===== src/rtl/axis_sync_fifo.sv =====
`default_nettype none
// ============================================================================
//  Module   : axis_sync_fifo
//  Brief    : Single-clock AXI4-Stream FIFO with first-word-fall-through
//             output and occupancy count. Buffers DATA_WIDTH-bit beats
//             between the word serialiser and the PS-facing stream.
//  Revision : 1.0 - initial release
// ============================================================================
module axis_sync_fifo #(
  parameter int DATA_WIDTH = 32,
  parameter int DEPTH      = 16
) (
  input  logic                       rst,
  input  logic                       clk,
  input  logic                       s_axis_tvalid,
  output logic                       s_axis_tready,
  input  logic [DATA_WIDTH-1:0]      s_axis_tdata,
  output logic [DATA_WIDTH-1:0]      m_axis_tdata,
  output logic                       m_axis_tvalid,
  input  logic                       m_axis_tready,
  output logic [$clog2(DEPTH):0]     count
);

  // Address bits index the array; the extra pointer MSB tells full from empty.
  localparam int c_ADDR_W = $clog2(DEPTH);
  localparam int c_PTR_W  = c_ADDR_W + 1;

  logic [DATA_WIDTH-1:0] r_mem [DEPTH];
  logic [c_PTR_W-1:0]    r_wr_ptr;
  logic [c_PTR_W-1:0]    r_rd_ptr;

  logic w_empty;
  logic w_full;
  logic w_push;
  logic w_pop;

  // Status decode: equal pointers mean empty; differing only in MSB means full.
  always_comb begin
    w_empty = (r_wr_ptr == r_rd_ptr);
    w_full  = (r_wr_ptr[c_ADDR_W] != r_rd_ptr[c_ADDR_W]) &&
              (r_wr_ptr[c_ADDR_W-1:0] == r_rd_ptr[c_ADDR_W-1:0]);
  end

  // Handshakes. Ready is held low in reset so no beat is taken in that cycle,
  // and it does not look at the consumer: a full FIFO refuses even while popping.
  always_comb begin
    s_axis_tready = !w_full && !rst;
    m_axis_tvalid = !w_empty && !rst;
    w_push        = s_axis_tvalid && s_axis_tready;
    w_pop         = m_axis_tvalid && m_axis_tready;
  end

  // Head data falls through combinationally; occupancy is the pointer distance.
  always_comb begin
    m_axis_tdata = r_mem[r_rd_ptr[c_ADDR_W-1:0]];
    count        = r_wr_ptr - r_rd_ptr;
  end

  // Storage write; contents are intentionally left uncleared by reset.
  always_ff @(posedge clk) begin
    if (w_push) begin
      r_mem[r_wr_ptr[c_ADDR_W-1:0]] <= s_axis_tdata;
    end
  end

  // Pointer update; natural wrap of the extended pointer gives modulo 2*DEPTH.
  always_ff @(posedge clk) begin
    if (rst) begin
      r_wr_ptr <= '0;
      r_rd_ptr <= '0;
    end else begin
      if (w_push) begin
        r_wr_ptr <= r_wr_ptr + c_PTR_W'(1);
      end
      if (w_pop) begin
        r_rd_ptr <= r_rd_ptr + c_PTR_W'(1);
      end
    end
  end

endmodule
`default_nettype wire


===== config.mk =====
export PLATFORM = sky130hd
export DESIGN_NAME = axis_sync_fifo
export DESIGN_NICKNAME = d
export VERILOG_FILES = /design/src/rtl/axis_sync_fifo.sv
export SDC_FILE = /design/constraint.sdc
export NUM_CORES = 1
export LEC_CHECK = 0
export BUFFER_PORTS_ARGS = -buffer_cell sky130_fd_sc_hd__buf_2
export CORE_ASPECT_RATIO = 1.5
export CORE_MARGIN = 2
export CORE_UTILIZATION = 69
export CTS_BUF_LIST = sky130_fd_sc_hd__clkbuf_8
export CTS_CLUSTER_SIZE = 30
export DETAILED_ROUTE_END_ITERATION = 7
export PLACE_DENSITY = 0.88
export SLEW_MARGIN = 40
export SYNTH_ARGS = -nofsm -noshare
export SYNTH_HDL_FRONTEND = slang
export SYNTH_SLANG_ARGS = --single-unit

===== constraint.sdc =====
create_clock -name clk -period 7.3 [get_ports clk]
set_input_delay 0.73 -clock clk [delete_from_list [all_inputs] [get_ports clk]]
set_output_delay 0.73 -clock clk [all_outputs]
set_load 0.02 [all_outputs]

==> flow_summary.json, run 1 <==
{
  "synth_area_leaders": "edfxtp_1 (77%), mux4_2 (14%), a22oi_1 (2.4%)",
  "reg2regPathDepth": 7,
  "cts_max_path_buffers": 3,
  "worstSetupPathType": "reg -> out",
  "die_y_um": 212,
  "initial_core_util_pct": 69.7,
  "worst_pin_slew_ns": 0.853,
  "yosysWarnings": 0,
  "layout-drive-gt1-share_pct": 31.1,
  "cpPeakStageDelay_ns": 0.80,
  "final_max_slew_viol_count": 0,
  "powerDensity_mw_per_mm2": 277,
  "synth_cells": 893,
  "numCtsBuffers": 71,
  "holdPathEnd": "r_wr_ptr[1]",
  "synth-seq-cells": 526,
  "core_mm2": 0.0286,
  "yosysMostFrequentCell": "edfxtp_1",
  "clock-root-buffer": "clkbuf_8",
  "p_switching_w": 0.00145,
  "r2r-end": "r_mem[5][4]",
  "synth.largest_area_cell": "edfxtp_1",
  "antenna_found_initial": 3,
  "period_share_pct": 54.9,
  "grt_pass1_vias": 10300,
  "multi_input_area_mm2": 0.00420,
  "reg2reg_from": "r_wr_ptr[0]",
  "pre_cts_slack_ns": 4.02,
  "synth_edf_count": 512,
  "path_delay_family": "buffers and inverters",
  "ys.flop_type": "edfxtp_1",
  "cts_setup_buffers": 0,
  "p_seq_share_pct": 54.5,
  "syn_avg_cell_area_um2": 22.3,
  "port_buffers": 74,
  "synth_area_mm2": 0.0199,
  "finalCriticalPeriod_ns": 4.01,
  "fmax_mhz": 249,
  "grt_max_degree": 83,
  "via_per_inst": 6.74,
  "overflow": 0,
  "drt_drc_violations_left": 0,
  "holdCritPathClass": "in -> reg",
  "setup-tns-final_ns": 0,
  "status": "finished clean",
  "cts_hold_buf": 0,
  "power.total_w": 0.00617,
  "rrSetupSlack_ns": 4.05,
  "dieArea_mm2": 0.0303,
  "drtAntennaViolNets": 0,
  "clock_latency_ns": 0.61,
  "path_clk_slew_ns": 0.06,
  "wire_per_inst_um": 29.1,
  "holdPathStages": 3,
  "path_buf_inv": 2,
  "min_from": "s_axis_tvalid",
  "hold_violations": 0,
  "maxSlewHeadroom_pct": 43.1,
  "cts_tree": "done",
  "p_clk_share_pct": 33.0,
  "grt_usage_pct": 29.4,
  "maxCapViolCount": 0,
  "crit_chain": "buf_6 > mux4_2 > a22oi_1 > nand2_1 > buf_2",
  "routed_wl_um": 42500,
  "pwr-share-comb_pct": 12.6,
  "vias": 9850,
  "rsz0062_at_grt": "no",
  "clock_sink_count": 526,
  "drt_pass1_iterations": 5,
  "num_rows": 76,
  "skew_ns": 0.0230,
  "ys_seq_area_share_pct": 78.5,
  "p_leak_nw": 7.04,
  "synth_common_cells": "edfxtp_1 (512), mux4_2 (128), a22oi_1 (64)",
  "final_cell_area_mm2": 0.0223,
  "io_pins": 75,
  "power.internal_w": 0.00472,
  "regArea_mm2": 0.0157,
  "hpwl_um": 21600,
  "nets": 1064,
  "synth_top_area_share_pct": 77.1,
  "worstPathRequired_ns": 6.57,
  "setup_ws_ns": 3.29,
  "place_congestion": 0.737,
  "grt_pass1_wl_um": 62600,
  "cp_max_fo": 81,
  "ctsResizeCount": 0,
  "die_x_um": 143,
  "area_delta_synth_final_pct": 11.6,
  "n_fill_cell": 1318,
  "yosysUniqueCellTypes": 30,
  "cp_slowest_cell": "dfxtp_4",
  "synthArstFlopShare_pct": 0,
  "critPathArrivalTime_ns": 3.28,
  "h-tree-depth": 3,
  "crit_path_end_kind": "output port",
  "setup_viol": 0,
  "syn_nets": 939,
  "dpl_cell_area_mm2": 0.0210,
  "drtIter0Drc": 1226,
  "cp-start-kind": "flop",
  "sw_frac_of_total_pct": 23.5,
  "max-vdd-ir-drop_v": 0.000267
}
[layer usage]
layer	GRT usage [%]	routed length [µm]
met5	0	30
met4	12.1	1460
met3	6.13	3900
met2	48.7	22200
met1	38.8	14900
[how the worst max path moves through the flow]
| stage | startpoint | end | cells past startpoint |
|---|---|---|---|
| after detailed placement | flop | m_axis_tdata[31] | 5 |
| after CTS | flop | m_axis_tdata[31] | 5 |
| final | flop | m_axis_tdata[27] | 5 |
| after global routing | flop | m_axis_tdata[27] | 5 |
| after global placement | flop | m_axis_tdata[27] | 5 |
| after floorplan | r_wr_ptr[0] | r_mem[0][0] | 6 |
[layout by cell type (no fill, tap or decap), types with 2 or more instances in the layout]
cell          n
nand3_1       3
buf_2        74
or3_1         3
xnor2_1       5
o21ai_0       3
a21oi_1       6
inv_1        30
buf_12        3
clkinvlp_4    2
a22oi_1      64
nand2_1      38
ha_1          9
dfxtp_1      12
clkinv_2      5
nand3b_1      2
buf_4        19
mux4_2      128
nor2b_4       2
xor2_1        6
o211ai_1      3
nor2_4       17
clkinv_1     17
edfxtp_1    512
a21o_1        2
clkbuf_8     77
nor2_1       14
dfxtp_4       2
[sequential cells by signal, indices dropped and copies added (netlist names), named ones only]
name,count
r_mem,512
r_wr_ptr,5
r_rd_ptr,5
[worst register-to-register path, delay by kind of cell (launching register included)]
kind                       cells  cell delay [ns]
adders and majority gates      1             0.33
DFF                            1             0.38
buffers and inverters          2             0.57
and+or+nand+nor                4             1.63
[through the flow]
step	std cells	utilization, %	hold slack [ns]
floorplan	893	-	0.494
global placement	1333	73.1	0.511
detailed placement	1335	73.2	0.565
CTS	1461	77.7	0.422
global route	1462	77.7	0.463
finish	1462	77.7	0.441
[cells by family after synthesis]
logic type / synth area share [%]
mux: 14.5
simple gates: 1.79
fa+ha+maj: 0.665
flops: 78.5
compound gates: 2.89
xor+xnor: 0.483
buf+inv: 1.19
[layout make-up]
| class | count | share of cell area (%) |
|---|---|---|
| sequential | 526 | 70.4 |
| antenna | 1 | 0.0112 |
| tap | 390 | 2.19 |
| timing repair buffer | 97 | 2.63 |
| clock inverter | 49 | 1.03 |
| clock buffer | 77 | 4.76 |
| inverter | 7 | 0.118 |
| multi-input combinational | 315 | 18.9 |
[power by group through the flow]
stage	Clock, W	Combinational (W)	Sequential (W)
after floorplan	0	0.000600	0.00341
after global placement	0	0.000705	0.00347
after detailed placement	0	0.000783	0.00343
after CTS	0.00206	0.000789	0.00336
after global routing	0.00218	0.000837	0.00336
final	0.00203	0.000778	0.00336
Note: power is estimated with default switching activity, not from simulation.
==> run 2, diff against run 1 <==
- CORE_UTILIZATION: 69 -> 58
- PLACE_DENSITY: 0.88 -> 0.78
- clock period: 7.3 -> 3.4 ns (I/O delays scaled with it)
==> flow_summary.json, run 2 (synthesis gave the netlist of run 1 again) <==
{
  "drt_pass1_iterations": 5,
  "wire_per_inst_um": 25.8,
  "worstSetupPathType": "reg -> out",
  "io_pins": 75,
  "worst_pin_slew_ns": 0.830,
  "min_from": "s_axis_tvalid",
  "vias": 9423,
  "largest_reg_flops": 512,
  "layout_commonest_cell": "edfxtp_1",
  "maxSlewHeadroom_pct": 44.7,
  "holdCritPathClass": "in -> reg",
  "power.total_w": 0.0134,
  "p_clk_share_pct": 32.9,
  "nets": 1075,
  "setup-tns-final_ns": 0,
  "layout-drive-gt1-share_pct": 32.1,
  "final_max_slew_viol_count": 0,
  "power.internal_w": 0.0102,
  "p_switching_w": 0.00317,
  "cts_tree": "done",
  "clock-root-buffer": "clkbuf_8",
  "setup_viol": 0,
  "die_x_um": 155,
  "p_leak_nw": 7.12,
  "crit_chain": "buf_4 > mux4_2 > a22oi_1 > nand2_1 > buf_2",
  "core_mm2": 0.0341,
  "port_buffers": 74,
  "reg2reg_from": "r_wr_ptr[0]",
  "max-vdd-ir-drop_v": 0.000512,
  "final_cell_mix": "edfxtp_1 (512), mux4_2 (128), clkbuf_8 (80)",
  "worstPathRequired_ns": 3.06,
  "rrSetupSlack_ns": 0.54,
  "dpl_cell_area_mm2": 0.0211,
  "grt_pass1_wl_um": 58900,
  "maxCapViolCount": 0,
  "area_delta_synth_final_pct": 12.6,
  "fin_util_pct": 65.9,
  "rsz0062_at_grt": "no",
  "grt_pass1_vias": 9612,
  "reg2regPathDepth": 7,
  "finalCriticalPeriod_ns": 3.17,
  "clock_sink_count": 526,
  "cpPeakStageDelay_ns": 0.58,
  "drt_drc_violations_left": 0,
  "cts_hold_buf": 0,
  "hold_violations": 0,
  "via_per_inst": 6.24,
  "antenna_found_initial": 0,
  "overflow": 0,
  "hpwl_um": 24900,
  "sw_frac_of_total_pct": 23.7,
  "holdPathEnd": "r_wr_ptr[1]",
  "skew_ns": 0.0311,
  "drtAntennaViolNets": 0,
  "crit_path_end_kind": "output port",
  "path_buf_inv": 2,
  "initial_core_util_pct": 58.6,
  "h-tree-depth": 3,
  "clock_latency_ns": 0.63,
  "final_cell_area_mm2": 0.0225,
  "pwr-share-comb_pct": 13.1,
  "ctsResizeCount": 0,
  "status": "finished clean",
  "path_delay_family": "buffers and inverters",
  "numCtsBuffers": 73,
  "num_antenna_cells": 0,
  "cp-start-kind": "flop",
  "cp_max_fo": 20,
  "cts_max_path_buffers": 3,
  "place_congestion": 0.810,
  "critPathArrivalTime_ns": 2.83,
  "grt_max_degree": 41,
  "num_rows": 83,
  "powerDensity_mw_per_mm2": 596,
  "drtIter0Drc": 1037,
  "die_y_um": 231,
  "path_clk_slew_ns": 0.06,
  "cp_slowest_cell": "mux4_2",
  "grt_usage_pct": 22.5,
  "dieArea_mm2": 0.0359,
  "routed_wl_um": 39000,
  "period_share_pct": 93.1,
  "p_seq_share_pct": 54.0,
  "holdWs_ns": 0.0771,
  "cts_setup_buffers": 0,
  "r2r-end": "r_mem[13][4]",
  "holdPathStages": 3,
  "fmax_mhz": 316
}
==> run 2: cell type report <==
type                            instances  area [µm²]
Clock inverter                         50         231
Sequential cell                       526       15700
Tap cell                              425         532
Inverter                                7        26.3
Fill cell                            2122       11600
Multi-Input combinational cell        315        4200
Timing Repair Buffer                  106         701
Clock buffer                           80        1100
==> run 2: stage by stage <==
step	cells	worst slack (ns)
final	1509	0.233
after detailed placement	1379	0.521
after floorplan	893	0.201
after CTS	1509	0.169
after global placement	1377	0.645
after global routing	1509	0.0589
==> run 2: power groups by stage <==
stage | registers [W] | clock network [W] | logic [W]
after floorplan | 0.00732 | 0 | 0.00129
after global placement | 0.00737 | 0 | 0.00174
after detailed placement | 0.00737 | 0 | 0.00176
after CTS | 0.00723 | 0.00450 | 0.00177
after global routing | 0.00724 | 0.00477 | 0.00187
final | 0.00723 | 0.00441 | 0.00175
==> run 2: tightest hold or removal path, delay by kind of cell <==
kind            cells  cell delay [ns]
simple gates        1             0.09
buf+inv             1             0.13
compound gates      1             0.06
==> run 2: worst max path at each step <==
stage | from | end | depth (start not counted)
floorplan | r_wr_ptr[0] | r_mem[0][0] | 6
global placement | r_wr_ptr[0] | r_mem[13][3] | 7
detailed placement | r_wr_ptr[0] | r_mem[13][3] | 7
CTS | flop | m_axis_tdata[28] | 5
global route | flop | m_axis_tdata[28] | 5
finish | flop | m_axis_tdata[28] | 5
==> run 2: per-layer routing <==
layer  track usage (%)  up-vias  part of all wire, %
met4              6.48        0                  1.7
met5                 0        -                    0
met3              4.24       52                  7.1
met2              35.5      404                   50
li1                  -     4038                    -
met1              32.9     4929                   41
